==> src/rtl/eth_egress_arbiter.sv <==
// Packet-level round-robin arbiter (optional port-0 strict priority) merging framed AXI-Stream sources onto one egress.
// Define ETH_EGRESS_ARB_STATS_EN to build per-port packet counters behind the regport.
module eth_egress_arbiter #(
  parameter int                NUM_PORTS = 3,
  parameter int                DWIDTH    = 64,
  parameter int                UWIDTH    = 4,
  parameter bit                PRIO0     = 1'b1,
  parameter int                AWIDTH    = 14,
  parameter logic [AWIDTH-1:0] BASE      = 14'h2000
) (
  input  logic                        bus_clk,
  input  logic                        bus_rst,
  input  logic [NUM_PORTS*DWIDTH-1:0] s_tdata,
  input  logic [NUM_PORTS*UWIDTH-1:0] s_tuser,
  input  logic [NUM_PORTS-1:0]        s_tlast,
  input  logic [NUM_PORTS-1:0]        s_tvalid,
  output logic [NUM_PORTS-1:0]        s_tready,
  output logic [DWIDTH-1:0]           m_tdata,
  output logic [UWIDTH-1:0]           m_tuser,
  output logic                        m_tlast,
  output logic                        m_tvalid,
  input  logic                        m_tready,
  output logic [2:0]                  active_port,
  output logic                        busy,
  input  logic                        reg_wr_req,
  input  logic [AWIDTH-1:0]           reg_wr_addr,
  input  logic [31:0]                 reg_wr_data,
  input  logic                        reg_rd_req,
  input  logic [AWIDTH-1:0]           reg_rd_addr,
  output logic                        reg_rd_resp,
  output logic [31:0]                 reg_rd_data
);

  typedef enum logic {IDLE, PASS} state_t;

  state_t     state_q;
  logic [2:0] grant_q;
  logic [2:0] last_grant_q;
  logic [2:0] pick_d;
  logic       found;
  logic       sel_valid;
  logic       pkt_done;
  int         idx;

  // Next grant: port 0 first when prioritised, else first requester after last_grant_q.
  always_comb begin
    pick_d = '0;
    found  = 1'b0;
    idx    = 0;
    if (PRIO0 && s_tvalid[0]) begin
      pick_d = '0;
      found  = 1'b1;
    end
    for (int k = 1; k <= NUM_PORTS; k++) begin
      idx = (int'(last_grant_q) + k) % NUM_PORTS;
      if (!found && s_tvalid[idx]) begin
        pick_d = 3'(idx);
        found  = 1'b1;
      end
    end
  end

  always_comb begin
    m_tdata   = '0;
    m_tuser   = '0;
    m_tlast   = 1'b0;
    sel_valid = 1'b0;
    s_tready  = '0;
    for (int i = 0; i < NUM_PORTS; i++) begin
      if (grant_q == 3'(i)) begin
        m_tdata   = s_tdata[i*DWIDTH +: DWIDTH];
        m_tuser   = s_tuser[i*UWIDTH +: UWIDTH];
        m_tlast   = s_tlast[i];
        sel_valid = s_tvalid[i];
        s_tready[i] = (state_q == PASS) && m_tready;
      end
    end
    m_tvalid = (state_q == PASS) && sel_valid;
    pkt_done = m_tvalid && m_tready && m_tlast;
  end

  always_ff @(posedge bus_clk) begin
    if (bus_rst) begin
      state_q      <= IDLE;
      grant_q      <= '0;
      last_grant_q <= 3'(NUM_PORTS - 1);
    end else begin
      case (state_q)
        IDLE: begin
          if (|s_tvalid) begin
            grant_q <= pick_d;
            state_q <= PASS;
          end
        end
        PASS: begin
          if (pkt_done) begin
            last_grant_q <= grant_q;
            state_q      <= IDLE;
          end
        end
        default: state_q <= IDLE;
      endcase
    end
  end

  assign busy        = (state_q == PASS);
  assign active_port = grant_q;

`ifdef ETH_EGRESS_ARB_STATS_EN
  localparam logic [AWIDTH-1:0] CLR_ADDR = BASE + AWIDTH'(32'h20);

  logic [31:0] cnt_q [NUM_PORTS];
  logic        rd_resp_q;
  logic [31:0] rd_data_q;
  logic        clr_hit;
  logic        rd_hit;
  logic [31:0] rd_val;
  logic        unused_regport;

  always_comb begin
    clr_hit = reg_wr_req && (reg_wr_addr == CLR_ADDR);
    rd_hit  = 1'b0;
    rd_val  = '0;
    for (int i = 0; i < NUM_PORTS; i++) begin
      if (reg_rd_addr == BASE + AWIDTH'(4 * i)) begin
        rd_hit = reg_rd_req;
        rd_val = cnt_q[i];
      end
    end
  end

  // A clear on the same cycle as a packet end takes precedence.
  always_ff @(posedge bus_clk) begin
    if (bus_rst) begin
      for (int i = 0; i < NUM_PORTS; i++) cnt_q[i] <= '0;
      rd_resp_q <= 1'b0;
      rd_data_q <= '0;
    end else begin
      for (int i = 0; i < NUM_PORTS; i++) begin
        if (clr_hit)
          cnt_q[i] <= '0;
        else if (pkt_done && (grant_q == 3'(i)))
          cnt_q[i] <= cnt_q[i] + 32'd1;
      end
      rd_resp_q <= rd_hit;
      rd_data_q <= rd_hit ? rd_val : '0;
    end
  end

  assign reg_rd_resp    = rd_resp_q;
  assign reg_rd_data    = rd_data_q;
  assign unused_regport = ^reg_wr_data;
`else
  logic unused_regport;

  assign reg_rd_resp    = 1'b0;
  assign reg_rd_data    = '0;
  assign unused_regport = ^{reg_wr_req, reg_wr_addr, reg_wr_data, reg_rd_req, reg_rd_addr};
`endif

endmodule
==> config.mk <==
export PLATFORM = sky130hd
export DESIGN_NAME = eth_egress_arbiter
export DESIGN_NICKNAME = d
export VERILOG_FILES = /design/src/rtl/eth_egress_arbiter.sv
export SDC_FILE = /design/constraint.sdc
export NUM_CORES = 1
export LEC_CHECK = 0
export BUFFER_PORTS_ARGS = -buffer_cell sky130_fd_sc_hd__clkbuf_2
export CORE_AREA = 3 3 148 150
export DETAILED_ROUTE_END_ITERATION = 16
export DIE_AREA = 0 0 151 153
export PLACE_DENSITY_LB_ADDON = 0.3
export SYNTH_ARGS = -nofsm -noshare
export SYNTH_HDL_FRONTEND = slang
export SYNTH_SLANG_ARGS = --single-unit
==> constraint.sdc <==
create_clock -name bus_clk -period 5.5 [get_ports bus_clk]
set_clock_uncertainty 0.1 [all_clocks]
set_input_delay 1.1 -clock bus_clk [delete_from_list [all_inputs] [get_ports bus_clk]]
set_output_delay 1.1 -clock bus_clk [all_outputs]
set_load 0.005 [all_outputs]
==> results of run 1 <==
kinds of logic after synthesis:
logic type,synth area share
compound gates,0.240
fa+ha+maj,0.0678
buf+inv,0.137
mux,0.225
simple gates,0.266
xor+xnor,0.0204
other cells,0.00113
flops,0.0422
per-stage QoR:
step / cells / util / hold WS [ps]
after floorplan: 550 / - / 453
after global placement: 1049 / 0.235 / 526
after detailed placement: 1049 / 0.235 / 524
after CTS: 1053 / 0.239 / 536
after global routing: 1053 / 0.239 / 577
final: 1053 / 0.239 / 530
Yosys cell counts, types with 7 or more instances:
library cell and number:
a21oi_1 75, buf_1 12, buf_4 33, clkbuf_1 24, dfxtp_1 7, ha_1 18
inv_1 13, mux2i_1 71, nand2_1 9, nor2_1 152, nor2b_1 7, nor3_1 9
o21ai_0 7
per-layer routing:
metal	vias up	track usage	wire [microns]
li1	2260	-	-
met5	-	0	0
met4	0	0.0160	205
met1	1965	0.150	6520
met2	197	0.217	7390
met3	16	0.0258	1370
power by group through the flow:
stage	clock (uW)	combinational (uW)	sequential, uW
floorplan	0	311	59.5
global placement	0	530	71.9
detailed placement	0	530	72.0
CTS	126	532	71.1
global route	131	588	71.7
finish	123	522	70.2
flip-flops by register name, indices dropped and copies added, names as in the netlist:
signal        cells
active_port       3
busy              1
last_grant_q      3
layout make-up:
type	count	area [sq um]
repair buffers	295	1490
inverters	15	56.3
fillers	2367	15900
clock buffers	4	78.8
well taps	275	344
flip-flops and latches	7	146
multi-input cells	457	2850
worst reg2reg max path, delay by kind of cell, from the launching register on:
kind            cells  cell delay, ps
simple gates        5             750
flops               1             490
buf+inv             2             310
fa+ha+maj           3             690
compound gates      6            1660
final timing paths:
kind,end,slack (ps),cells past startpoint
worst min-delay path,busy,530,2
worst max register to register,active_port[1],1390,16
worst min register to register,busy,530,2
worst max-delay path,active_port[1],1390,16
==> results.json, run 1 <==
{
  "run_status": "completed",
  "track_usage": 0.120,
  "place.gp.congestion": 0.819,
  "powerDensity_nw_per_um2": 144,
  "via_count": 4438,
  "power_frac_comb": 0.730,
  "cts-resized-gates": 0,
  "die_w_microns": 151,
  "path_cells": "inv_1, ha_1, a21o_1, nor2_1, ha_1, inv_1, o2111ai_1, and3_1, nor2_1, ha_1, a211oi_1, o211ai_1, a22oi_1, nand2b_1, nand2_1, a311oi_2",
  "htree_num_levels": 1,
  "rsz0062_at_grt": "no",
  "synth_top_area_share": 0.214,
  "async_flop_share": 0,
  "netlist_area_sq_um": 3320,
  "drtAntennaViolNets": 0,
  "place_ws_ps": 1400,
  "layout_min_cycle_time_ps": 4110,
  "intPower_uw": 393,
  "ys_warn_count": 0,
  "crit_type": "reg2reg",
  "fin_crit_sh": 0.747,
  "setup_slack_ps": 1390,
  "holdBufCountCts": 0,
  "p_leak_uw": 0.00261,
  "drc": 0,
  "antenna_found_initial": 0,
  "drt-pass1-iter-count": 4,
  "syn2layout_area_growth_pct": 49.7,
  "pwr-share-seq": 0.098,
  "gr-total-overflow": 0,
  "wl_mm": 15.5,
  "syn_avg_cell_area_sq_um": 6.41,
  "drive_gt1_frac": 0.414,
  "worst_pin_slew_ps": 1030,
  "hold_violations": 0,
  "finalInstanceArea_sq_um": 4970,
  "fmax_mhz": 244,
  "end_kind": "flip-flop",
  "cts_tree": "done",
  "initial_core_util": 0.159,
  "grt_pass1_wl_mm": 22.5,
  "crit_buf_inv": 2,
  "totalPowerFinal_uw": 715,
  "mostFrequentLayoutCell": "clkbuf_2",
  "synth_largest_area_cell": "mux2i_1",
  "die_h_microns": 153,
  "grt_pass1_vias": 4139,
  "grt_max_degree": 77,
  "nNetsFinal": 1072,
  "switching_power_uw": 323,
  "swShare": 0.451,
  "clockBufferDepth": 2,
  "core-area_sq_um": 20800,
  "mostFrequentLayoutCells": "clkbuf_2, nor2_1, a21oi_1",
  "clk_pin_slew_worst_paths_ps": 40,
  "insertion_delay_ps": 230,
  "required_ps": 5540,
  "r2r-start": "last_grant_q[1]",
  "crit_start": "last_grant_q[1]",
  "setup_viol": 0,
  "slew_violations": 0,
  "syn_inst": 518,
  "cts.sinks": 7,
  "maxCapViolCount": 0,
  "wire_per_inst_microns": 14.7,
  "crit_path_max_incr_delay_ps": 490,
  "synthTopCellsByArea": "mux2i_1, nor2_1, a21oi_1",
  "hold_path_class": "reg2reg",
  "crit_family": "compound AO/OA/AOI/OAI gates",
  "synth_cell_types": 60,
  "cpMostUsedCell": "ha_1",
  "irDropWorstVdd_mv": 0.129,
  "io_pins": 385,
  "routed_via_density": 4.21,
  "io_buffers": 289,
  "rows": 53,
  "synth_flop_cell": "dfxtp_1",
  "post_cts_buffers": 0,
  "arrival_ps": 4140,
  "start_kind": "flip-flop",
  "drt_iter0_markers": 204,
  "place_area_sq_um": 4890,
  "hpwl_mm": 12.6,
  "ys_seq_area_frac": 0.0422,
  "synth_edf_count": 0,
  "clock_power_share": 0.171,
  "cp_slowest_cell": "dfxtp_1",
  "n_antenna_cell": 0,
  "crit_path_max_fanout": 10,
  "cts_made_buffers": 3,
  "root_buffer": "clkbuf_16",
  "worstHoldStart": "busy",
  "synth_seq_cells": 7,
  "slew_headroom": 0.313,
  "die-area_sq_um": 23100,
  "fin_tns_setup_ps": 0
}
Note: power is estimated with default switching activity, not from simulation.
==> run 2, diff against run 1 <==
- ABC_AREA: not set -> 1
- CORE_AREA: 3 3 148 150 -> 3 3 147 149
- DIE_AREA: 0 0 151 153 -> 0 0 150 152
- clock period: 5.5 -> 3.8 ns (I/O delays scaled with it)
==> run 2 against run 1 <==
Compared with the run above:
- setup slack worse by 970 ps
- highest routed layer unchanged
- final area is 8.1% lower
- routed wire length is 11% lower
- synthesized cell count is 6.4% higher
- power is 140% higher
- clock power is 43% higher
- first-iteration DRC count is 22% higher
- fmax is 21% higher
- hold slack worse by 97 ps
- non-clock buffer count stayed put
- clock-buffer cell count stayed put
- register-to-register slack worse by 970 ps
==> results.json, run 2 <==
{
  "io_buffers": 289,
  "die-area_sq_um": 22800,
  "place.gp.congestion": 0.857,
  "grt_max_degree": 47,
  "top_layer_used": "met4",
  "drc": 0,
  "mostFrequentLayoutCell": "clkbuf_2",
  "irDropWorstVdd_mv": 0.132,
  "drive_gt1_frac": 0.409,
  "synth_most_common_cell": "nand2_1",
  "io_pins": 385,
  "dpl.cell_count": 1093,
  "netlist_area_sq_um": 2840,
  "root_buffer": "clkbuf_16",
  "crit_type": "reg2reg",
  "initial_core_util": 0.140,
  "clk_pin_slew_worst_paths_ps": 40,
  "fmax_mhz": 296,
  "ys_top_cells_by_count": "nand2_1, nand3_1, inv_1",
  "slew_violations": 0,
  "track_usage": 0.114,
  "crit_buf_inv": 4,
  "cts-resized-gates": 0,
  "wl_mm": 13.8,
  "met3_length_mm": 1.10,
  "synth_edf_count": 0,
  "hold_violations": 0,
  "wl_met1_mm": 5.50,
  "synth_cell_types": 33,
  "worstHoldStart": "active_port[2]",
  "via_count": 4262,
  "antenna_found_initial": 1,
  "hold_path_class": "reg2reg",
  "gr-total-overflow": 0,
  "clockBufferDepth": 2,
  "syn_avg_cell_area_sq_um": 5.15,
  "p_leak_uw": 0.00271,
  "rows": 52,
  "finalInstanceArea_sq_um": 4560,
  "insertion_delay_ps": 230,
  "setup_slack_ps": 419,
  "synth_seq_cells": 7,
  "arrival_ps": 3390,
  "totalPowerFinal_uw": 1710,
  "crit_family": "simple AND/OR/NAND/NOR gates",
  "die_w_microns": 150,
  "mostFrequentLayoutCells": "clkbuf_2, nand2_1, nand3_1",
  "crit_start": "last_grant_q[1]",
  "synth_largest_area_cell": "nand2_1",
  "end_kind": "flip-flop",
  "fin_tns_setup_ps": 0,
  "cp_slowest_cell": "dfxtp_2",
  "die_h_microns": 152,
  "syn_inst": 551,
  "powerDensity_nw_per_um2": 374,
  "syn2layout_area_growth_pct": 60.9,
  "synth_top_area_share": 0.337,
  "drtAntennaViolNets": 0,
  "place_ws_ps": 267,
  "slew_headroom": 0.627,
  "grt_pass1_wl_mm": 21.0,
  "routed_via_density": 3.88,
  "rsz0062_at_grt": "no",
  "layout_min_cycle_time_ps": 3380,
  "core-area_sq_um": 20300,
  "htree_num_levels": 1,
  "required_ps": 3810,
  "run_status": "completed",
  "synth_flop_cell": "dfxtp_1",
  "drt-pass1-iter-count": 4,
  "worst_pin_slew_ps": 558,
  "async_flop_share": 0,
  "cts.sinks": 7,
  "maxCapViolCount": 0,
  "place_area_sq_um": 4480,
  "finalNonFillerCells": 1098,
  "wl_met2_mm": 6.82,
  "cts_tree": "done",
  "crit_path_max_incr_delay_ps": 380,
  "cpMostUsedCell": "nand2_1",
  "drt_iter0_markers": 248,
  "ys_warn_count": 0,
  "crit_path_max_fanout": 7,
  "r2r-start": "last_grant_q[1]",
  "synthTopCellsByArea": "nand2_1, nand3_1, buf_4",
  "fin_crit_sh": 0.890,
  "ys_seq_area_frac": 0.0494,
  "grt_pass1_vias": 4107,
  "cts_made_buffers": 3,
  "nNetsFinal": 1121,
  "holdBufCountCts": 0,
  "hpwl_mm": 12.1,
  "post_cts_buffers": 0,
  "setup_viol": 0,
  "start_kind": "flip-flop",
  "wire_per_inst_microns": 12.6
}
-- run 2: cell count changes after synthesis, sizes merged, moves of 5 or more --
| cell | change |
|---|---|
| nand4 | +5 |
| a21oi | -67 |
| nor2 | -134 |
| nand3 | +98 |
| a211o | -6 |
| inv | +25 |
| nor2b | -7 |
| mux2i | -73 |
| nand2 | +261 |
| nor3 | -7 |
| buf | -12 |
-- run 2: area by class of cell --
| cell class | count | area, sq um |
|---|---|---|
| diodes | 1 | 2.50 |
| clock buffers | 4 | 78.8 |
| fillers | 2363 | 15700 |
| inverters | 43 | 161 |
| multi-input cells | 478 | 2330 |
| flip-flops and latches | 7 | 141 |
| well taps | 270 | 338 |
| repair buffers | 295 | 1520 |
-- run 2: worst min-delay path, cell delays in order, from the launching register on --
cell and delay, ps:
dfxtp_1 340, nand2_1 80, a21oi_1 60
-- run 2: final timing paths --
check                           cells after the start  slack [ps]             end
worst max-delay path                               25         420  active_port[2]
worst min-delay path                                2         430  active_port[2]
worst max register to register                     25         420  active_port[2]
worst min register to register                      2         430  active_port[2]
-- run 2: kinds of logic (layout without fill, tap and decap cells) --
kind of cell | count (synthesis) | after routing | share of synthesized area
AND/OR/NAND/NOR | 398 | 398 | 0.619
buffers and inverters | 98 | 342 | 0.175
AO/OA/AOI/OAI | 24 | 24 | 0.0578
adder cells (fa/ha/maj) | 18 | 18 | 0.0794
flip-flops | 7 | 7 | 0.0494
XOR/XNOR | 5 | 5 | 0.0181
other | 1 | 34 | 0.00132
-- run 2: power by group --
group	internal, uW	total, uW	switching (uW)	leakage [uW]
Sequential	83.7	98.8	15.1	0.0000566
Clock	139	176	36.9	0.0000382
Combinational	579	1430	852	0.00261
-- run 2: per-layer routing --
| layer | vias to the layer above | global-route usage |
|---|---|---|
| met5 | - | 0 |
| met4 | 0 | 0.0375 |
| met3 | 22 | 0.0200 |
| met2 | 206 | 0.210 |
| met1 | 1798 | 0.130 |
| li1 | 2236 | - |
-- run 2: through the flow --
step	utilization	hold WS, ps
6_report	0.225	434
5_1_grt	0.225	472
4_1_cts	0.225	437
3_5_place_dp	0.221	425
3_3_place_gp	0.221	413
2_1_floorplan	-	381
==> run 3, diff against run 2 <==
- RECOVER_POWER: not set -> 100
==> run 3 against run 2 <==
Compared with the run above:
- critical path depth unchanged
- sequential share of layout area up 0.061 points
- first-iteration DRC count down 11%
- utilization down 0.43 points
- hold slack worse by 14 ps
- sequential power down 0.5%
- clock power about the same
- non-clock buffer count unchanged
- combinational power down 4%
==> results.json, run 3 (synthesized netlist as in run 2, its figures left out) <==
{
  "run_status": "completed",
  "antenna_found_initial": 1,
  "drive_gt1_frac": 0.329,
  "grt_pass1_wl_mm": 21.0,
  "cts_tree": "done",
  "place.gp.congestion": 0.857,
  "p_leak_uw": 0.00251,
  "rsz0062_at_grt": "no",
  "grt_pass1_vias": 4107,
  "drt-pass1-iter-count": 5,
  "routed_via_density": 3.89,
  "wire_per_inst_microns": 12.6,
  "crit_type": "reg2reg",
  "die_h_microns": 152,
  "drt_iter0_markers": 221,
  "slew_violations": 0,
  "powerDensity_nw_per_um2": 367,
  "maxCapViolCount": 0,
  "gr-total-overflow": 0,
  "insertion_delay_ps": 230,
  "root_buffer": "clkbuf_16",
  "drc": 0,
  "io_buffers": 289,
  "fillers": 2385,
  "clockBufferDepth": 2,
  "fin_tns_setup_ps": 0,
  "fin_util": 0.221,
  "via_count": 4276,
  "die_w_microns": 150,
  "grt_max_degree": 47,
  "end_kind": "flip-flop",
  "cts_made_buffers": 3,
  "slew_headroom": 0.380,
  "arrival_ps": 3400,
  "layout_min_cycle_time_ps": 3380,
  "htree_num_levels": 1,
  "track_usage": 0.114,
  "fin_crit_sh": 0.890,
  "place_area_sq_um": 4480,
  "crit_path_max_fanout": 7,
  "syn2layout_area_growth_pct": 57.8,
  "core-area_sq_um": 20300,
  "drtAntennaViolNets": 0,
  "hold_path_class": "reg2reg",
  "worst_pin_slew_ps": 930,
  "finalInstanceArea_sq_um": 4480,
  "clk_pin_slew_worst_paths_ps": 40,
  "wl_mm": 13.9,
  "place_ws_ps": 267,
  "rows": 52,
  "setup_slack_ps": 419,
  "nNetsFinal": 1121,
  "hpwl_mm": 12.1,
  "irDropWorstVdd_mv": 0.132,
  "mostFrequentLayoutCells": "nand2_1, clkbuf_2, nand3_1",
  "start_kind": "flip-flop",
  "post_cts_buffers": 0,
  "hold_violations": 0,
  "cts.sinks": 7,
  "mostFrequentLayoutCell": "nand2_1",
  "initial_core_util": 0.140,
  "io_pins": 385,
  "fmax_mhz": 296,
  "die-area_sq_um": 22800,
  "setup_viol": 0,
  "required_ps": 3810
}
-- run 3: changes by cell type in the layout (fill, tap and decap cells not counted) --
cell      change
clkbuf_2     -63
nor3_2        -1
clkbuf_1     +61
inv_2         -1
inv_1         +1
buf_1         +3
buf_4         -1
nor3_1        +1
-- run 3: area by class of cell --
cell class,instances,area (sq um),area share
Clock buffer,4,78.8,0.0176
Antenna cell,1,2.50,0.000559
Timing Repair Buffer,295,1430,0.320
Tap cell,270,338,0.0755
Multi-Input combinational cell,478,2320,0.518
Sequential cell,7,141,0.0316
Inverter,43,161,0.0361
-- run 3: through the flow --
step	total power, uW	std cells	hold WS (ps)
floorplan	915	583	381
global placement	1570	1093	413
detailed placement	1560	1093	425
CTS	1750	1097	437
global route	1860	1098	463
finish	1640	1098	420
-- run 3: where the power goes --
part           internal [uW]  switching [uW]
Sequential              83.7            14.5
Clock                    139            36.9
Combinational            514             854
-- run 3: per-layer routing --
layer  vias to the layer above  track usage  share of wire
met5                         -            0              0
met3                        22       0.0200          0.082
met1                      1807        0.130           0.40
met2                       212        0.210           0.49
met4                         0       0.0375          0.029
li1                       2235            -              -
-- run 3: worst paths after layout --
kind | startpoint | end | slack (ps) | depth (start not counted)
hold / removal | active_port[2] | active_port[2] | 420 | 2
hold reg to reg | active_port[2] | active_port[2] | 420 | 2
setup / recovery | last_grant_q[1] | active_port[1] | 420 | 25
setup reg to reg | last_grant_q[1] | active_port[1] | 420 | 25
-- run 3: repair_timing --
action | CTS | global route
gates resized for setup | 0 | 3
endpoints found under the setup margin | 0 | 3
hold buffers | 0 | 0
-- run 3: worst max-delay path: stages (launching register included) --
cell and delay (ps):
dfxtp_2 380, ha_1 220, nand2_1 80, nand2_1 150, inv_1 90, ha_1 270, inv_1 70, o21ai_4 190
nand2_4 90, nor2_2 140, xor2_1 100, ha_1 220, inv_1 90, nand3_4 100, nor2_4 120, nand2_2 70
nand2_1 90, nand2_1 70, nand3_2 60, nand2_2 80, nor2_4 160, nand3_1 90, nand2_1 70, inv_1 40
nand2_1 60, a21oi_1 60
